[config.mk]
export PLATFORM = sky130hd
export DESIGN_NAME = mem_bridge_flat
export DESIGN_NICKNAME = d
export VERILOG_FILES = /design/src/rtl/mem_bridge_pkg.sv /design/src/rtl/mem_bridge_if.sv /design/src/rtl/mem_bridge_watchdog.sv /design/src/rtl/mem_bridge.sv /design/src/flat_wrapper.sv
export SDC_FILE = /design/constraint.sdc
export NUM_CORES = 1
export LEC_CHECK = 0
export ABC_CLOCK_PERIOD_IN_PS = 1700
export CAP_MARGIN = 20
export CORE_ASPECT_RATIO = 0.5
export CORE_MARGIN = 3
export CORE_UTILIZATION = 40
export CTS_CLUSTER_SIZE = 28
export DETAILED_ROUTE_END_ITERATION = 12
export HOLD_SLACK_MARGIN = 0.06
export PLACE_DENSITY_LB_ADDON = 0.3
export SLEW_MARGIN = 20
export SYNTH_ARGS = -nofsm -noshare
export SYNTH_HDL_FRONTEND = slang
export SYNTH_SLANG_ARGS = --single-unit
[constraint.sdc]
create_clock -name CLK -period 1.7 [get_ports CLK]
set_input_delay 0.17 -clock CLK [delete_from_list [all_inputs] [get_ports CLK]]
set_output_delay 0.17 -clock CLK [all_outputs]
set_load 0.01 [all_outputs]
[src/rtl/mem_bridge_pkg.sv]
// mem_bridge_pkg
// Shared definitions for the memory bridge: FSM state encoding and the
// substitute words returned when a transaction is abandoned.
// No ports (package).
package mem_bridge_pkg;

  localparam logic [1:0] ST_IDLE       = 2'd0;
  localparam logic [1:0] ST_INSTR_WAIT = 2'd1;
  localparam logic [1:0] ST_DATA_WAIT  = 2'd2;
  localparam logic [1:0] ST_RECOVER    = 2'd3;

  typedef enum logic [1:0] {
    IDLE       = ST_IDLE,
    INSTR_WAIT = ST_INSTR_WAIT,
    DATA_WAIT  = ST_DATA_WAIT,
    RECOVER    = ST_RECOVER
  } state_t;

  // RISC-V canonical NOP (addi x0, x0, 0), handed to the core on a failed fetch
  localparam logic [31:0] NOP_INSTR         = 32'h00000013;
  localparam logic [31:0] DATA_TIMEOUT_WORD = 32'h00000000;

endpackage

[src/rtl/mem_bridge_if.sv]
// mem_bridge_if
// Bundles the core-side fetch/data handshakes and the single-port memory bus.
// Parameters: ADR_W, DATA_W.
// Modports:
//   slave  - the bridge's view (core requests and memory responses in,
//            read data/valid and memory request out)
//   master - the environment's view (core plus memory), opposite directions
interface mem_bridge_if #(
  parameter int ADR_W  = 32,
  parameter int DATA_W = 32
);

  logic              INSTR_REQ;
  logic [ADR_W-1:0]  INSTR_ADR;
  logic [DATA_W-1:0] INSTR_READ;
  logic              INSTR_VALID;

  logic              DATA_REQ;
  logic              DATA_WRITE_ENABLE;
  logic [ADR_W-1:0]  DATA_ADR;
  logic [DATA_W-1:0] DATA_WRITE;
  logic [DATA_W-1:0] DATA_READ;
  logic              DATA_VALID;

  logic              MEM_REQ;
  logic              MEM_WE;
  logic [ADR_W-1:0]  MEM_ADR;
  logic [DATA_W-1:0] MEM_WDATA;
  logic [DATA_W-1:0] MEM_RDATA;
  logic              MEM_ACK;

  modport slave (
    input  INSTR_REQ, INSTR_ADR,
    output INSTR_READ, INSTR_VALID,
    input  DATA_REQ, DATA_WRITE_ENABLE, DATA_ADR, DATA_WRITE,
    output DATA_READ, DATA_VALID,
    output MEM_REQ, MEM_WE, MEM_ADR, MEM_WDATA,
    input  MEM_RDATA, MEM_ACK
  );

  modport master (
    output INSTR_REQ, INSTR_ADR,
    input  INSTR_READ, INSTR_VALID,
    output DATA_REQ, DATA_WRITE_ENABLE, DATA_ADR, DATA_WRITE,
    input  DATA_READ, DATA_VALID,
    input  MEM_REQ, MEM_WE, MEM_ADR, MEM_WDATA,
    output MEM_RDATA, MEM_ACK
  );

endinterface

[src/rtl/mem_bridge_watchdog.sv]
// mem_bridge_watchdog
// Counts memory wait cycles and flags the cycle in which the LIMIT-th
// unacknowledged wait cycle is being spent.
// Ports:
//   clk     in  clock
//   rst     in  synchronous active-high reset
//   clear   in  force the count back to zero
//   enable  in  count this cycle
//   expired out count has reached LIMIT-1, i.e. this is the last allowed cycle
module mem_bridge_watchdog #(
  parameter int unsigned LIMIT = 255
) (
  input  logic clk,
  input  logic rst,
  input  logic clear,
  input  logic enable,
  output logic expired
);

  localparam int CNT_W = (LIMIT < 2) ? 1 : $clog2(LIMIT + 1);

  logic [CNT_W-1:0] count_q;

  // Saturates once expired so the count can never wrap while held.
  always_ff @(posedge clk) begin
    if (rst || clear) begin
      count_q <= '0;
    end else if (enable && !expired) begin
      count_q <= count_q + 1'b1;
    end
  end

  assign expired = (count_q == CNT_W'(LIMIT - 1));

endmodule

[src/rtl/mem_bridge.sv]
// mem_bridge
// Merges the core's instruction-fetch and data-access handshakes onto one
// single-port memory bus. One transaction at a time; data requests win over
// fetches in IDLE. Read data is returned from registers together with a
// one-cycle VALID pulse, followed by one RECOVER cycle so the core can drop
// its request.
// Optional feature: MEM_BRIDGE_TIMEOUT_EN adds a wait-cycle watchdog that
// abandons a transaction after TIMEOUT cycles and sets a sticky ERR.
// Ports:
//   CLK   in  clock
//   RES   in  synchronous active-high reset
//   bus   mem_bridge_if.slave - core handshakes and memory bus
//   BUSY  out high whenever the FSM is not in IDLE
//   ERR   out sticky timeout flag (constant 0 without the watchdog)
module mem_bridge
  import mem_bridge_pkg::*;
#(
  parameter int ADR_W   = 32,
  parameter int DATA_W  = 32,
  parameter int TIMEOUT = 255
) (
  input  logic        CLK,
  input  logic        RES,
  mem_bridge_if.slave bus,
  output logic        BUSY,
  output logic        ERR
);

  state_t            state_q, next_state;
  logic [ADR_W-1:0]  adr_q;
  logic [DATA_W-1:0] wdata_q;
  logic              we_q;
  logic [DATA_W-1:0] instr_read_q;
  logic [DATA_W-1:0] data_read_q;
  logic              instr_valid_q;
  logic              data_valid_q;

  logic in_wait;
  logic accept_data;
  logic accept_instr;
  logic complete;
  logic timeout_hit;

  assign in_wait = (state_q == INSTR_WAIT) || (state_q == DATA_WAIT);

`ifdef MEM_BRIDGE_TIMEOUT_EN
  logic expired;
  logic err_q;

  // Cleared whenever we are outside a WAIT state, so the first WAIT cycle
  // always starts from zero.
  mem_bridge_watchdog #(
    .LIMIT(TIMEOUT)
  ) u_watchdog (
    .clk    (CLK),
    .rst    (RES),
    .clear  (!in_wait),
    .enable (in_wait && !bus.MEM_ACK),
    .expired(expired)
  );

  // An acknowledge in the expiring cycle still counts as a normal completion.
  assign timeout_hit = in_wait && !bus.MEM_ACK && expired;

  always_ff @(posedge CLK) begin
    if (RES) begin
      err_q <= 1'b0;
    end else if (timeout_hit) begin
      err_q <= 1'b1;
    end
  end

  assign ERR = err_q;
`else
  assign timeout_hit = 1'b0;
  assign ERR         = 1'b0;
`endif

  // Next-state logic; a pending fetch simply waits in IDLE behind a data request.
  always_comb begin
    next_state   = state_q;
    accept_data  = 1'b0;
    accept_instr = 1'b0;
    complete     = 1'b0;
    unique case (state_q)
      IDLE: begin
        if (bus.DATA_REQ) begin
          accept_data = 1'b1;
          next_state  = DATA_WAIT;
        end else if (bus.INSTR_REQ) begin
          accept_instr = 1'b1;
          next_state   = INSTR_WAIT;
        end
      end
      INSTR_WAIT, DATA_WAIT: begin
        if (bus.MEM_ACK) begin
          complete   = 1'b1;
          next_state = RECOVER;
        end else if (timeout_hit) begin
          next_state = RECOVER;
        end
      end
      RECOVER: next_state = IDLE;
      default: next_state = IDLE;
    endcase
  end

  // State and datapath registers. VALID flags are set on the edge that
  // enters RECOVER, so they are high for exactly the RECOVER cycle.
  always_ff @(posedge CLK) begin
    if (RES) begin
      state_q       <= IDLE;
      adr_q         <= '0;
      wdata_q       <= '0;
      we_q          <= 1'b0;
      instr_read_q  <= '0;
      data_read_q   <= '0;
      instr_valid_q <= 1'b0;
      data_valid_q  <= 1'b0;
    end else begin
      state_q       <= next_state;
      instr_valid_q <= 1'b0;
      data_valid_q  <= 1'b0;

      if (accept_data) begin
        adr_q   <= bus.DATA_ADR;
        wdata_q <= bus.DATA_WRITE;
        we_q    <= bus.DATA_WRITE_ENABLE;
      end else if (accept_instr) begin
        adr_q   <= bus.INSTR_ADR;
        wdata_q <= '0;
        we_q    <= 1'b0;
      end

      if (complete) begin
        if (state_q == INSTR_WAIT) begin
          instr_read_q  <= bus.MEM_RDATA;
          instr_valid_q <= 1'b1;
        end else begin
          data_valid_q <= 1'b1;
          if (!we_q) begin
            data_read_q <= bus.MEM_RDATA;
          end
        end
      end else if (timeout_hit) begin
        if (state_q == INSTR_WAIT) begin
          instr_read_q  <= DATA_W'(NOP_INSTR);
          instr_valid_q <= 1'b1;
        end else begin
          data_valid_q <= 1'b1;
          if (!we_q) begin
            data_read_q <= DATA_W'(DATA_TIMEOUT_WORD);
          end
        end
      end
    end
  end

  assign bus.MEM_REQ     = in_wait;
  assign bus.MEM_WE      = in_wait && we_q;
  assign bus.MEM_ADR     = adr_q;
  assign bus.MEM_WDATA   = wdata_q;
  assign bus.INSTR_READ  = instr_read_q;
  assign bus.INSTR_VALID = instr_valid_q;
  assign bus.DATA_READ   = data_read_q;
  assign bus.DATA_VALID  = data_valid_q;
  assign BUSY            = (state_q != IDLE);

endmodule
[src/flat_wrapper.sv]
// flat-port wrapper written by rule: the top's interface ports become plain ports
module mem_bridge_flat import mem_bridge_pkg::*;
#(
  parameter int ADR_W   = 32,
  parameter int DATA_W  = 32,
  parameter int TIMEOUT = 255
)
  (CLK, RES, BUSY, ERR, bus_INSTR_REQ, bus_INSTR_ADR, bus_INSTR_READ, bus_INSTR_VALID, bus_DATA_REQ, bus_DATA_WRITE_ENABLE, bus_DATA_ADR, bus_DATA_WRITE, bus_DATA_READ, bus_DATA_VALID, bus_MEM_REQ, bus_MEM_WE, bus_MEM_ADR, bus_MEM_WDATA, bus_MEM_RDATA, bus_MEM_ACK);
  mem_bridge_if #(.ADR_W(ADR_W), .DATA_W(DATA_W)) bus_i ();
  input  logic CLK;
  input  logic RES;
  output logic BUSY;
  output logic ERR;
  input wire logic [$bits(bus_i.INSTR_REQ)-1:0] bus_INSTR_REQ;
  input wire logic [$bits(bus_i.INSTR_ADR)-1:0] bus_INSTR_ADR;
  output wire logic [$bits(bus_i.INSTR_READ)-1:0] bus_INSTR_READ;
  output wire logic [$bits(bus_i.INSTR_VALID)-1:0] bus_INSTR_VALID;
  input wire logic [$bits(bus_i.DATA_REQ)-1:0] bus_DATA_REQ;
  input wire logic [$bits(bus_i.DATA_WRITE_ENABLE)-1:0] bus_DATA_WRITE_ENABLE;
  input wire logic [$bits(bus_i.DATA_ADR)-1:0] bus_DATA_ADR;
  input wire logic [$bits(bus_i.DATA_WRITE)-1:0] bus_DATA_WRITE;
  output wire logic [$bits(bus_i.DATA_READ)-1:0] bus_DATA_READ;
  output wire logic [$bits(bus_i.DATA_VALID)-1:0] bus_DATA_VALID;
  output wire logic [$bits(bus_i.MEM_REQ)-1:0] bus_MEM_REQ;
  output wire logic [$bits(bus_i.MEM_WE)-1:0] bus_MEM_WE;
  output wire logic [$bits(bus_i.MEM_ADR)-1:0] bus_MEM_ADR;
  output wire logic [$bits(bus_i.MEM_WDATA)-1:0] bus_MEM_WDATA;
  input wire logic [$bits(bus_i.MEM_RDATA)-1:0] bus_MEM_RDATA;
  input wire logic [$bits(bus_i.MEM_ACK)-1:0] bus_MEM_ACK;
  assign bus_i.INSTR_REQ = bus_INSTR_REQ;
  assign bus_i.INSTR_ADR = bus_INSTR_ADR;
  assign bus_INSTR_READ = bus_i.INSTR_READ;
  assign bus_INSTR_VALID = bus_i.INSTR_VALID;
  assign bus_i.DATA_REQ = bus_DATA_REQ;
  assign bus_i.DATA_WRITE_ENABLE = bus_DATA_WRITE_ENABLE;
  assign bus_i.DATA_ADR = bus_DATA_ADR;
  assign bus_i.DATA_WRITE = bus_DATA_WRITE;
  assign bus_DATA_READ = bus_i.DATA_READ;
  assign bus_DATA_VALID = bus_i.DATA_VALID;
  assign bus_MEM_REQ = bus_i.MEM_REQ;
  assign bus_MEM_WE = bus_i.MEM_WE;
  assign bus_MEM_ADR = bus_i.MEM_ADR;
  assign bus_MEM_WDATA = bus_i.MEM_WDATA;
  assign bus_i.MEM_RDATA = bus_MEM_RDATA;
  assign bus_i.MEM_ACK = bus_MEM_ACK;
  mem_bridge #(.ADR_W(ADR_W), .DATA_W(DATA_W), .TIMEOUT(TIMEOUT)) u_core (.CLK(CLK), .RES(RES), .bus(bus_i), .BUSY(BUSY), .ERR(ERR));
endmodule
* After elaboration in Yosys (flattened, before gate mapping) *
Index checks and enable logic that the tools add are counted.

cells by class
  equal/unequal tests = 5
  muxes and demuxes = 19
  bitwise logic cells = 3
  reductions and logical operators = 10

operators with widths
  kind                number
  $mux 32             4
  $mux 1              11
  $mux 2              3
  $pmux 2 s3          1
  $eq 2x2->1 const B  2
  $reduce_and 2->1    2
  $reduce_bool 2->1   2
  $reduce_or 2->1     2
  $ne 3x3->1 const B  1
  $not 1->1           3
  $reduce_and 3->1    1
  $eq 2x1->1 const B  1
  $logic_not 2->1     1
  $ne 2x2->1 const B  1
  $logic_and 1x1->1   1
  $logic_or 1x1->1    1

word-level totals
  register bits = 133
  bits of input ports = 134
  output and inout bits = 134
  logic and storage cells = 45

* Longest topological paths before layout *
  depth in word-level cells = 5
  mapped depth = 7
  gate-level depth less buffers = 5

* Least setup slack after synthesis *
No wires, ideal clock.

  kind = register -> register
  from = reg u_core.state_q[0]
  to = reg u_core.data_read_q[1], in the netlist u_core.bus.DATA_READ[1]
  setup time = 132 ps
  data arrival time = 1445 ps
  data required time = 1568 ps
  slack = 123 ps
  cell stages (with the launch flop) = 8
  buffers on the path = 2
  period minus slack after synthesis = 1577 ps
  cell sequence = dfxtp_1 > inv_1 > ha_1 > and4bb_2 > buf_2 > buf_6 > nand2_1 > a21oi_1

between the ends
  word-level cells in the longest chain between the ends = 4
  elaborated cells on any way between the ends = 6
  classes of those cells = 2 x eq/ne; 1 x mux; 1 x bitwise; 2 x reduce/logical

ends and longest elaborated chain
  element                                   RTL line                             text
  start: declaration                        mem_bridge.sv:29                     state_t state_q, next_state;
  start signal: assignment                  mem_bridge.sv:121                    state_q <= next_state;
  $eq 2x2->1 or $eq 2x1->1 (tied branches)  mem_bridge.sv:85, mem_bridge.sv:136
  $reduce_or 2->1                           mem_bridge.sv:85                     unique case (state_q)
  $mux 1                                    mem_bridge.sv:85
  $reduce_and 3->1 (no line) (*)            n/a
  end signal: assignment                    mem_bridge.sv:142                    data_read_q <= bus.MEM_RDATA;
  end signal: assignment                    mem_bridge.sv:152                    data_read_q <= DATA_W'(DATA_TIMEOUT_WORD);
  end: declaration                          mem_bridge.sv:34                     logic [DATA_W-1:0] data_read_q;

Mark *: on every way between the ends. The rest lies on a longest branch, timed or not.
A chain may end at the register's enable or synchronous reset.

* Final worst setup path *
  from = reg u_core.state_q[1]
  to = reg u_core.data_read_q[21], in the netlist u_core.bus.DATA_READ[21]

The elaborated chain is that of the path after synthesis.

==> reports/qor.csv <==
metric,value,unit
clock-pin slew reported for the worst setup and hold paths after clock tree synthesis,0.06,ns
crit path launch type,flip-flop,
Crit. path cell count,7,
final estimated routing congestion in global placement,0.788,
"top cells by area, synth","dfxtp_1 51%, nand2_1 9.2%, nor2_1 7.1%",
"Cell Chain, Critical Path","inv_1, buf_4, ha_1, and4bb_2, buf_12, nand2_1, a21oi_1",
layer with the highest usage,met2,
total nets after synthesis,774,
die height,87.0,µm
wire length of the first global-routing pass,25.4,mm
total count of hold-check failures in the final report,0,
aggregate global-route resource usage,0.215,
Register-to-Register Path Depth,7,
initial core utilization,0.427,
number of storage elements in the synthesis netlist,133,
setup slack of the worst register-to-register path,0.11,ns
core outline area,0.0123,mm²
Max Clk Rate,631,MHz
CTS tree,done,
Diodes inserted,0,
count of final max-slew check failures,0,
CP arrival,1.92,ns
cell count after synthesis,636,
async set-reset flop share out of synthesis,0,
number of global-route vias before repair,5081,
worst-case clock skew,0.00995,ns
worst path buffer plus inverter count,3,
mean instance size in the synthesized netlist,8.25,µm²
aggregate global routing overflow,0,
number of antenna violations at the first check in global routing,0,
total wirelength of the detailed-routed design,16.3,mm
Via density,4.93,
Main synth FF type,dfxtp_1,
fillers,979,
most common cell in the netlist,dfxtp_1,
chip width,168,µm
area added between synthesis and finish,65.0,%
estimated wirelength of the detail-placed design,11.6,mm
family with the most delay on the worst path,buffers and inverters,
CP Capture Type,flip-flop,
initial detailed-routing violation count,304,
class of the most critical hold timing path,input pin to flip-flop,
final sum of negative setup slack,0,ns
pwr dens,1440,mW/mm²
CTS buffer count,17,
count of cell types in the netlist,30,
count of antenna-violating nets left after detailed routing,0,
Final Setup Violations,0,
fraction of layout cells with a size suffix above 1,0.0667,
Setup Crit Path Kind,flip-flop to flip-flop,
shortest period the worst path allows,1.59,ns
number of primary I/O pins,268,
biggest cell delay along the critical path,0.34,ns
cell depth of the worst min-delay path,2,
detailed-route DRC error count,0,
via count,5242,
root buffer selected by CTS,clkbuf_16,
Port Buffer Count,266,
Post-synth EDFFs,0,
startpoint of the most critical register-to-register path,u_core.state_q[1],
GRT met2 Usage,0.401,
Worst Setup Slack post-DPL,0.0833,ns
post-layout worst setup margin,0.114,ns
maxcap violations,0,
number of synthesis warnings,0,
wire length per cell,15.3,µm
number of levels the H-tree was split into,4,
die outline area,0.0146,mm²
Worst Hold Margin,0.124,ns
portion of synthesized cell area occupied by the leading cell type,0.507,
clock latency of the later-clocked register in the worst-skew pair,0.41,ns
Sink Count,133,
cell type with the largest total area after synthesis,dfxtp_1,
total standard cell area after synthesis,0.00525,mm²
Crit Path Max Fanout,32,
maximum clock insertion buffer count,2,
met1 Track Usage GR,0.240,
Worst setup startpoint,u_core.state_q[1],
setup repair after global routing missed its margin,no,
number of rows created at floorplan,28,
sequential area share after synthesis,0.507,
most numerous cell types in the synthesized netlist,"133 x dfxtp_1, 129 x nand2_1, 99 x nor2_1, 65 x a21oi_1, 34 x inv_1",
VDD IR max,0.000932,V
required time of the critical path,2.03,ns
global routing met3 resource utilization,0.0598,
nets,1025,
detailed-router iteration count before antenna repair,4,
startpoint of the tightest hold check path,RES,
reported leakage power,3.33,nW
pin count of the biggest net entering global routing,45,
final critical-path share of the clock period,0.933,
"slowest stage cell, crit path",and4bb_2,
outcome,completed,
[per-layer routing]
layer	share of wire	up-vias	routed length, µm
li1	-	2624	-
met1	0.40	2425	6470
met2	0.51	174	8390
met3	0.072	19	1180
met4	0.016	0	263
met5	0	-	0
[cells in the final DEF, fill, tap and decap left out, types with 17 or more instances in the layout]
cell             Yosys  routed
a21oi_1             65      65
a22oi_1             33      33
a211oi_1            31      31
clkdlybuf4s50_1      0     261
a22o_1              31      31
nor2_1              99      99
inv_1               34      34
dfxtp_1            133     133
nand2_1            129     129
clkbuf_16            0      17
[path summary, 6_finish.rpt]
path	endpoint
worst max-delay path	u_core.bus.DATA_READ[21]
worst min-delay path	u_core.bus.MEM_WDATA[16]
worst max register to register	u_core.bus.DATA_READ[21]
worst min register to register	u_core.bus.INSTR_READ[15]
[per-stage QoR]
step / std cells / cell area (µm²) / utilization / power (W)
2_1_floorplan: 636 / 5250 / - / 0.00650
3_3_place_gp: 1033 / 8090 / 0.658 / 0.00889
3_5_place_dp: 1033 / 8090 / 0.658 / 0.00900
4_1_cts: 1064 / 8670 / 0.705 / 0.0126
5_1_grt: 1064 / 8660 / 0.704 / 0.0131
6_report: 1064 / 8660 / 0.704 / 0.0125
[power breakdown]
| part | leakage (nW) | total, W | internal, W | switching, W |
|---|---|---|---|---|
| clock | 0.273 | 0.00352 | 0.00215 | 0.00136 |
| sequential | 1.09 | 0.00417 | 0.00381 | 0.000358 |
| combinational | 1.97 | 0.00479 | 0.00247 | 0.00232 |
| total | 3.33 | 0.0125 | 0.00844 | 0.00404 |
[final cells by class]
type | count | area (µm²) | area share
sequential | 133 | 2660 | 0.308
timing repair buffer | 289 | 2940 | 0.340
multi-input combinational | 412 | 2160 | 0.249
tap | 165 | 206 | 0.0238
clock inverter | 12 | 130 | 0.0150
inverter | 34 | 128 | 0.0147
clock buffer | 19 | 433 | 0.0500
[repair_timing]
item | CTS | global route
resized for setup | 5 | 3
hold endpoints to repair | 0 | 0
hold buffers | 0 | 0
endpoints found under the setup margin | 3 | 2
buffers inserted | 0 | 0
[state kept, by name (all words and copies together) (netlist names)]
name,flops
u_core.bus.DATA_READ,32
u_core.bus.DATA_VALID,1
u_core.bus.INSTR_READ,32
u_core.bus.INSTR_VALID,1
u_core.bus.MEM_ADR,32
u_core.bus.MEM_WDATA,32
u_core.state_q,2
u_core.we_q,1
[cells by family (layout without fill, tap and decap cells)]
| kind of cell | after synthesis | count (layout) | synth area share |
|---|---|---|---|
| AND/OR/NAND/NOR | 238 | 238 | 0.177 |
| AO/OA/AOI/OAI | 166 | 166 | 0.215 |
| flip-flops | 133 | 133 | 0.507 |
| buffers and inverters | 91 | 354 | 0.0846 |
| adder cells (fa/ha/maj) | 4 | 4 | 0.00954 |
| multiplexers | 3 | 3 | 0.00572 |
| other | 1 | 1 | 0.000715 |
Power figures use the tool's default switching activity.
